[src/rtl/seven_segment_scanner.sv]
// Multiplexed 7-segment driver: clock-enable scanning, per-frame input snapshot,
// PWM brightness, per-digit blink, leading-zero blanking and selectable output polarity.
module seven_segment_scanner #(
  parameter int NUM_DIGITS     = 6,
  parameter int DIGIT_TICKS    = 814,
  parameter int BRIGHT_BITS    = 3,
  parameter int BLINK_FRAMES   = 40,
  parameter int SEG_ACTIVE_LOW = 0,
  parameter int DIG_ACTIVE_LOW = 0
) (
  input  logic                    clk,
  input  logic                    reset_n,
  input  logic [4*NUM_DIGITS-1:0] data,
  input  logic [NUM_DIGITS-1:0]   digit_enable,
  input  logic [NUM_DIGITS-1:0]   dp_enable,
  input  logic [NUM_DIGITS-1:0]   blink_mask,
  input  logic                    lz_blank_en,
  input  logic [BRIGHT_BITS-1:0]  brightness,
  output logic [7:0]              seg_out,
  output logic [NUM_DIGITS-1:0]   digit_sel,
  output logic                    frame_start
);

  localparam int TW = $clog2(DIGIT_TICKS);
  localparam int IW = $clog2(NUM_DIGITS);
  localparam int FW = (BLINK_FRAMES > 1) ? $clog2(BLINK_FRAMES) : 1;
  localparam int PW = BRIGHT_BITS + TW + 1;
  localparam logic [7:0]            SEG_OFF = {8{SEG_ACTIVE_LOW != 0}};
  localparam logic [NUM_DIGITS-1:0] DIG_OFF = {NUM_DIGITS{DIG_ACTIVE_LOW != 0}};

  logic [TW-1:0]           tick;
  logic [IW-1:0]           idx;
  logic [FW-1:0]           frame_cnt;
  logic                    blink_phase;
  logic                    boundary, tick_last, idx_last;

  logic [4*NUM_DIGITS-1:0] snap_data;
  logic [NUM_DIGITS-1:0]   snap_en, snap_dp, snap_blink;
  logic                    snap_lz, snap_phase;
  logic [TW-1:0]           snap_on;

  logic [4*NUM_DIGITS-1:0] data_eff;
  logic [NUM_DIGITS-1:0]   en_eff, dp_eff, blink_eff, blank;
  logic                    lz_eff, phase_eff, lit, run;
  logic [TW-1:0]           on_live, on_eff;
  logic [PW-1:0]           prod;
  logic [3:0]              nibble;
  logic [7:0]              font, seg_nxt;
  logic [NUM_DIGITS-1:0]   sel_nxt;

  assign boundary  = (idx == '0) && (tick == '0);
  assign tick_last = (tick == TW'(DIGIT_TICKS - 1));
  assign idx_last  = (idx == IW'(NUM_DIGITS - 1));

  always_ff @(posedge clk or negedge reset_n) begin
    if (!reset_n) begin
      tick        <= '0;
      idx         <= '0;
      frame_cnt   <= '0;
      blink_phase <= 1'b0;
    end else begin
      if (tick_last) begin
        tick <= '0;
        idx  <= idx_last ? '0 : idx + 1'b1;
      end else begin
        tick <= tick + 1'b1;
      end
      if (boundary) begin
        if (frame_cnt == FW'(BLINK_FRAMES - 1)) begin
          frame_cnt   <= '0;
          blink_phase <= ~blink_phase;
        end else begin
          frame_cnt <= frame_cnt + 1'b1;
        end
      end
    end
  end

  // The frame's blink phase is captured before the boundary toggle, so a
  // toggle takes effect from the following frame.
  always_ff @(posedge clk or negedge reset_n) begin
    if (!reset_n) begin
      snap_data  <= '0;
      snap_en    <= '0;
      snap_dp    <= '0;
      snap_blink <= '0;
      snap_lz    <= 1'b0;
      snap_phase <= 1'b0;
      snap_on    <= '0;
    end else if (boundary) begin
      snap_data  <= data;
      snap_en    <= digit_enable;
      snap_dp    <= dp_enable;
      snap_blink <= blink_mask;
      snap_lz    <= lz_blank_en;
      snap_phase <= blink_phase;
      snap_on    <= on_live;
    end
  end

  assign prod    = PW'(brightness) * PW'(DIGIT_TICKS);
  assign on_live = TW'(prod >> BRIGHT_BITS);

  // Position (0,0) is decoded in the cycle the snapshot loads, so bypass to live inputs.
  always_comb begin
    data_eff  = boundary ? data         : snap_data;
    en_eff    = boundary ? digit_enable : snap_en;
    dp_eff    = boundary ? dp_enable    : snap_dp;
    blink_eff = boundary ? blink_mask   : snap_blink;
    lz_eff    = boundary ? lz_blank_en  : snap_lz;
    phase_eff = boundary ? blink_phase  : snap_phase;
    on_eff    = boundary ? on_live      : snap_on;
  end

  always_comb begin
    blank = '0;
    run   = lz_eff;
    for (int unsigned k = 0; k < NUM_DIGITS; k++) begin
      int unsigned i;
      i   = NUM_DIGITS - 1 - k;
      run = run && (data_eff[4*i +: 4] == 4'h0) && !dp_eff[i];
      if (i != 0) blank[i] = run;
    end
  end

  always_comb begin
    nibble = data_eff[{idx, 2'b00} +: 4];
    case (nibble)
      4'h0: font = 8'hFC;
      4'h1: font = 8'h60;
      4'h2: font = 8'hDA;
      4'h3: font = 8'hF2;
      4'h4: font = 8'h66;
      4'h5: font = 8'hB6;
      4'h6: font = 8'hBE;
      4'h7: font = 8'hE0;
      4'h8: font = 8'hFE;
      4'h9: font = 8'hF6;
      4'hA: font = 8'hEE;
      4'hB: font = 8'h3E;
      4'hC: font = 8'h9C;
      4'hD: font = 8'h7A;
      4'hE: font = 8'h9E;
      default: font = 8'h8E;
    endcase
    lit = en_eff[idx] && (tick < on_eff) && !(phase_eff && blink_eff[idx]) && !blank[idx];
    seg_nxt = lit ? (font | {7'b0, dp_eff[idx]}) : '0;
    sel_nxt = lit ? (NUM_DIGITS'(1) << idx) : '0;
  end

  always_ff @(posedge clk or negedge reset_n) begin
    if (!reset_n) begin
      seg_out     <= SEG_OFF;
      digit_sel   <= DIG_OFF;
      frame_start <= 1'b0;
    end else begin
      seg_out     <= seg_nxt ^ SEG_OFF;
      digit_sel   <= sel_nxt ^ DIG_OFF;
      frame_start <= boundary;
    end
  end

endmodule

[config.mk]
export PLATFORM = sky130hd
export DESIGN_NAME = seven_segment_scanner
export DESIGN_NICKNAME = d
export VERILOG_FILES = /design/src/rtl/seven_segment_scanner.sv
export SDC_FILE = /design/constraint.sdc
export NUM_CORES = 1
export LEC_CHECK = 0
export BUFFER_PORTS_ARGS = -buffer_cell sky130_fd_sc_hd__buf_2
export CELL_PAD_IN_SITES_DETAIL_PLACEMENT = 2
export CELL_PAD_IN_SITES_GLOBAL_PLACEMENT = 2
export CORE_MARGIN = 8
export CORE_UTILIZATION = 36
export CTS_BUF_LIST = sky130_fd_sc_hd__clkbuf_16
export CTS_CLUSTER_DIAMETER = 120
export DETAILED_ROUTE_END_ITERATION = 12
export PLACE_DENSITY_LB_ADDON = 0.25
export SLEW_MARGIN = 20
export SYNTH_ARGS = -nofsm -noshare
export SYNTH_HDL_FRONTEND = slang
export SYNTH_SLANG_ARGS = --single-unit
[constraint.sdc]
create_clock -name clk -period 5.35 [get_ports clk]
set_input_delay 0.8025 -clock clk [delete_from_list [all_inputs] [get_ports clk]]
set_output_delay 0.8025 -clock clk [all_outputs]
set_load 0.1 [all_outputs]
## Word level (Yosys, flattened, before mapping)

Memories as Yosys holds them, arrays and structs flattened.
Index checks and enable logic that the tools add are counted.

| word-level totals | value |
|---|---|
| memory bits (read-only) | 112 |
| bits in registers | 89 |
| bits in latches | 0 |
| output and inout bits | 15 |
| memories kept | 1 |
| RAM bits | 0 |
| logic and storage cells | 78 |

| operators by class | value |
|---|---|
| order comparisons | 2 |
| bitwise logic cells | 2 |
| multipliers | 1 |
| eq/ne operators | 3 |
| divide/modulo/power cells | 0 |
| shift operators | 2 |
| add/sub/neg operators | 3 |
| muxes and demuxes | 20 |
| reductions and logical operators | 30 |

Memories:

| name | depth | bits a word | rd ports | clocked after memory_dff | wr ports | RTL line | RTL |
|---|---|---|---|---|---|---|---|
| (name not given) | 16 | 7 | 1 | 0 | 0 | 128 | `case (nibble)` |

Operator list:

| operator | count |
|---|---|
| $mux 6 | 5 |
| $mux 24 | 1 |
| $shiftx 24x6->4 | 1 |
| $logic_not 4->1 | 5 |
| $mux 10 | 2 |
| $logic_and 1x1->1 | 15 |
| $bmux 1 s3 | 4 |
| $mul 3x9->12 const B | 1 |
| $add 10x1->10 const B | 1 |
| $eq 10x10->1 const B | 1 |
| $logic_not 10->1 | 1 |
| $lt 10x10->1 | 1 |
| $mux 8 | 1 |
| $or 8x1->8 | 1 |
| $logic_not 1->1 | 7 |
| $add 6x1->6 const B | 1 |
| $eq 6x6->1 const B | 1 |
| $mux 1 | 6 |
| $shl 1x3->6 const A | 1 |
| $lt 3x4->1 const B | 1 |
| $add 3x1->3 const B | 1 |
| $eq 3x3->1 const B | 1 |
| $logic_not 3->1 | 1 |
| $mux 3 | 1 |
| 2 further kinds | 2 |

## Depth between registers and ports, before layout

| depth | value |
|---|---|
| depth in word-level cells | 19 |
| mapped depth | 20 |
| mapped depth without buffers | 19 |

## Worst setup path before layout

Ideal clock, no wire load.

| path | value |
|---|---|
| kind | register -> register |
| start | register tick[0] |
| end | register seg_out[5] |
| required time | 5.254 ns |
| arrival | 4.007 ns |
| stages on the path, launching flop included | 20 |
| clock period less this slack | 4.103 ns |
| slack | 1.247 ns |
| setup time | 0.096 ns |
| cell sequence | dfrtp_1 -> inv_1 -> ha_1 -> or4b_1 -> buf_2 -> or4_4 -> buf_6 -> clkbuf_1 -> clkbuf_1 -> o21ai_0 -> inv_1 -> ha_1 -> a21o_1 -> a21o_1 -> a21oi_1 -> o21ai_0 -> a21o_1 -> nand4b_2 -> buf_6 -> a311oi_2 |

| on the way | value |
|---|---|
| elaborated cells on any way between the ends | 46 |

RTL lines:

| what | RTL line | RTL |
|---|---|---|
| start, declared | 31 | `logic [TW-1:0] tick;` |
| start signal, assigned | 66 | `tick <= tick + 1'b1;` |
| $logic_not 10->1 | 51 | `assign boundary = (idx == '0) && (tick == '0);` |
| $logic_and 1x1->1 | 51 |  |
| $mux 10 | -- |  |
| net on_eff[7] | 45 | `logic [TW-1:0] on_live, on_eff;` |
| $lt 10x10->1 | 146 | `lit = en_eff[idx] && (tick < on_eff) && !(phase_eff && blink_eff[idx]) && !blank[idx];` |
| $logic_and 1x1->1 (3 in a row) | 146 |  |
| $mux 8 | 147 | `seg_nxt = lit ? (font \| {7'b0, dp_eff[idx]}) : '0;` |
| net seg_nxt[5] | 48 | `logic [7:0] font, seg_nxt;` |
| end signal, assigned | 157 | `seg_out <= seg_nxt ^ SEG_OFF;` |
| end, declared | 19 | `output logic [7:0] seg_out,` |

The timed path passes the listed nets, and every way through them passes these cells. The select of a mux whose other input is x is not followed.
A chain may end at the register's enable or synchronous reset.

## Worst setup path in the final report

| path | value |
|---|---|
| start | register tick[0] |
| end | register seg_out[1] |

The elaborated chain is that of the path after synthesis.

==> metrics.md <==
| Metric | Value |
|---|---|
| Outcome | complete, no violations |
| Top flip-flop cell by instance count after synthesis | sky130_fd_sc_hd__dfrtp_1 |
| CTS H-tree depth | 3 |
| Shortest period the worst path allows | 4531 ps |
| GRT Util Overall | 16.66% |
| Post-synthesis xor/xnor area fraction | 3.931% |
| Routability congestion estimate from global placement | 0.8093 |
| Detailed-route wire length per cell | 18.58 um |
| Count of buffers inserted at the top-level ports | 62 |
| Share of synthesized area spent on multiplexers | 4.620% |
| Worst path required time | 5570 ps |
| Synthesized Nets | 600 |
| Clock tree root buffer cell | sky130_fd_sc_hd__clkbuf_16 |
| Clock-pin transition on the worst setup and hold timing paths | 70 ps |
| Count of boundary I/O pins | 63 |
| Count of state elements after synthesis | 89 |
| Post-CTS Setup Bufs | 0 |
| DIE HEIGHT | 132.7 um |
| Vias after detailed routing | 3,932 |
| Netlist area before placement | 4902 sq um |
| YS warnings | 0 |
| Number of antenna violations at the first check in global routing | 0 |
| Pin count of the biggest net entering global routing | 67 |
| Hold WC Path Type | in2async |
| Wire length reported by the detailed router | 13.99 mm |
| Gates resized, CTS repair | 0 |
| Switching power | 0.0004360 W |
| Clock Skew | 9.607 ps |
| Maximum frequency from static timing analysis | 220.7 MHz |
| Overall overflow remaining after global route | 0 |
| Total negative slack for setup checks | 0 ps |
| Placement row count | 42 |
| Area added between synthesis and finish | 15.90% |
| Number of global-route vias before repair | 4,417 |
| Setup slack after placement | 480.1 ps |
| Vias per cell | 5.222 |
| Number of setup violations in the final report | 0 |
| Combinational Power Share | 13.7% |
| Headroom to the max-slew limit | 41.36% |
| Fraction of the yosys area taken by sequential cells | 45.43% |
| Switching part of the total | 26.88% |
| Count of nets left with antenna violations after detail routing | 0 |
| Clock share of power | 41.5% |
| Setup repair after global routing missed its margin | false |
| Clock Path Buffers | 2 |
| Hold-fix buffers, CTS | 0 |
| Adder-cell share of the synthesized area | 8.882% |
| Worst VDD drop | 0.1337 mV |
| Antenna diode instance count | 0 |
| Endpoint kind of the worst setup timing path | flop |
| Met2 routed WL | 6.657 mm |
| Starting utilization of the core area | 36.87% |
| Core outline area | 13,300 sq um |
| Final layout net count | 654 |
| Drt pass-1 iters | 4 |
| Slew at the pin closest to its max-slew limit | 879.6 ps |
| Inserted Clock Buffers | 9 |
| Final hold violation count | 0 |
| Pwr Density | 285.5 nW/um^2 |
| Initial DRC Count | 109 |
| Highest metal layer used by the detailed router | met4 |
| Clock tree from TritonCTS | yes |
| Insertion delay to the later sink of the worst-skew pair | 340 ps |
| Area fraction in compound gates after synthesis | 9.622% |
| Global-route wire length before repair | 23.63 mm |
| Worst path setup slack after routing | 819.2 ps |
| Width of the die | 132.7 um |
| Met3 layer wire length in the routed design | 376 um |
| Leakage | 2.807 nW |
| HPWL reported at the end of detailed placement | 10.43 mm |
| Sequential fraction of design power | 44.8% |
| Unique masters post-synth | 66 |
| Synthesized instance count | 519 |
| Met1 wire length | 6.804 mm |
| Dominant combinational cell family by area after synthesis | simple AND/OR/NAND/NOR gates |
| Async SR Flop Fraction | 100.0% |
| Final standard cell utilization of the core | 42.73% |
| Syn_area_per_cell | 9.445 sq um |
| Final Cycle Share | 84.69% |
| Number of enable-type register cells in the synthesized netlist | 0 |
| Fraction of layout cells with a size suffix above 1 | 18.72% |
| DRC errors left | 0 |
| Number of max-capacitance violations reported | 0 |
| Post-synthesis simple-gate area fraction | 23.23% |
| Setup Crit Path Kind | reg2reg |
| Crit-path max FO | 14 |
| Final number of max-transition violations | 0 |
| Startpoint type of the worst setup path | flop |
| Worst endpoint data arrival time | 4750 ps |
| Worst Hold Slack | 357.8 ps |
| Internal cell power | 0.001186 W |
| Die area | 17,610 sq um |
| Num Clock Sinks | 89 |
==> stage by stage <==
step	cell area [sq um]	total power, W	cells
6_report	5682	0.001622	753
3_3_place_gp	5371	0.0009519	738
4_1_cts	5682	0.001647	753
5_1_grt	5682	0.001688	753
2_1_floorplan	4902	0.0008810	519
3_5_place_dp	5371	0.0009652	738
==> kinds of logic (layout without fill, tap and decap cells) <==
kind of cell / after synthesis / after routing
flip-flops: 89 / 89
buffers and inverters: 51 / 109
AND/OR/NAND/NOR: 242 / 242
adder cells (fa/ha/maj): 33 / 33
AO/OA/AOI/OAI: 62 / 62
XOR/XNOR: 22 / 22
multiplexers: 20 / 20
==> routing by layer <==
layer  global-route usage (%)  vias to the layer above
met5                        0                        -
met4                    4.732                        0
met3                    3.709                       14
met2                    26.97                       54
met1                    21.81                     1999
li1                         -                     1865
==> flip-flops by register name, summed over array words and instances (netlist names), 3 cells and up <==
name and count:
snap_on 10, frame_cnt 6, tick 10, snap_data 24
snap_blink 6, snap_dp 6, snap_en 6, idx 3
seg_out 8, digit_sel 6
==> layout by cell type, fill, tap and decap left out, types with 9 or more instances in the layout <==
| cell | n |
|---|---|
| sky130_fd_sc_hd__nand2_1 | 145 |
| sky130_fd_sc_hd__buf_2 | 61 |
| sky130_fd_sc_hd__o21ai_0 | 12 |
| sky130_fd_sc_hd__nor2_1 | 29 |
| sky130_fd_sc_hd__mux2i_1 | 11 |
| sky130_fd_sc_hd__dfrtp_1 | 89 |
| sky130_fd_sc_hd__xnor2_1 | 9 |
| sky130_fd_sc_hd__xor2_1 | 13 |
| sky130_fd_sc_hd__ha_1 | 30 |
| sky130_fd_sc_hd__clkbuf_16 | 9 |
| sky130_fd_sc_hd__inv_1 | 25 |
==> synthesized netlist by cell type, types with 6 or more instances <==
| master | count | area share [%] |
|---|---|---|
| sky130_fd_sc_hd__nor2b_1 | 6 | 0.77 |
| sky130_fd_sc_hd__dfrtp_1 | 89 | 45 |
| sky130_fd_sc_hd__ha_1 | 30 | 7.7 |
| sky130_fd_sc_hd__nor3_1 | 7 | 0.71 |
| sky130_fd_sc_hd__mux2i_1 | 11 | 2.2 |
| sky130_fd_sc_hd__a21o_1 | 7 | 1.1 |
| sky130_fd_sc_hd__nand3_1 | 6 | 0.61 |
| sky130_fd_sc_hd__nor2_1 | 29 | 2.2 |
| sky130_fd_sc_hd__o21ai_0 | 12 | 1.2 |
| sky130_fd_sc_hd__xor2_1 | 13 | 2.3 |
| sky130_fd_sc_hd__a21oi_1 | 7 | 0.71 |
| sky130_fd_sc_hd__inv_1 | 24 | 1.8 |
| sky130_fd_sc_hd__nor4_1 | 7 | 0.89 |
| sky130_fd_sc_hd__nand2_1 | 145 | 11 |
| sky130_fd_sc_hd__clkbuf_1 | 14 | 1.1 |
| sky130_fd_sc_hd__mux2_2 | 7 | 1.6 |
| sky130_fd_sc_hd__xnor2_1 | 9 | 1.6 |
| sky130_fd_sc_hd__buf_1 | 7 | 0.54 |
| sky130_fd_sc_hd__nand4_1 | 7 | 0.89 |
==> power by group through the flow <==
stage	clock network [W]	registers, W	logic (W)
CTS	0.000693	0.000727	0.000227
floorplan	0	0.000783	0.0000980
detailed placement	0	0.000740	0.000226
finish	0.000673	0.000726	0.000223
global route	0.000711	0.000730	0.000247
global placement	0	0.000738	0.000214
==> area by class of cell <==
class,instances,area (sq um)
fillers,1450,7614
multi-input cells,379,2465
flip-flops and latches,89,2227
repair buffers,69,365.4
clock buffers,9,225.2
well taps,176,220.2
inverters,25,93.84
clock inverters,6,85.08
==> critical path, stage by stage (launching register included) <==
cell and delay, ps:
sky130_fd_sc_hd__dfrtp_1 470, sky130_fd_sc_hd__inv_1 90, sky130_fd_sc_hd__ha_1 150, sky130_fd_sc_hd__or4b_1 600, sky130_fd_sc_hd__or4_4 700, sky130_fd_sc_hd__o21ai_0 270, sky130_fd_sc_hd__inv_1 80, sky130_fd_sc_hd__ha_1 300
sky130_fd_sc_hd__a21o_1 160, sky130_fd_sc_hd__a21o_1 180, sky130_fd_sc_hd__a21oi_1 240, sky130_fd_sc_hd__o21ai_0 120, sky130_fd_sc_hd__a21o_1 180, sky130_fd_sc_hd__nand4b_2 480, sky130_fd_sc_hd__a221oi_1 370
==> final timing paths <==
| path | startpoint | end | slack, ps | cells past startpoint |
|---|---|---|---|---|
| worst max-delay path | tick[0] | seg_out[1] | 820 | 14 |
| worst min-delay path | reset_n | seg_out[4] | 360 | 1 |
| worst max register to register | tick[0] | seg_out[1] | 820 | 14 |
| worst min register to register | snap_on[9] | snap_on[9] | 470 | 2 |
| max in group asynchronous | reset_n | snap_data[22] | 3800 | 2 |
| min in group clk | snap_on[9] | snap_on[9] | 470 | 2 |
No activity file was read; power rests on OpenSTA's default activity.
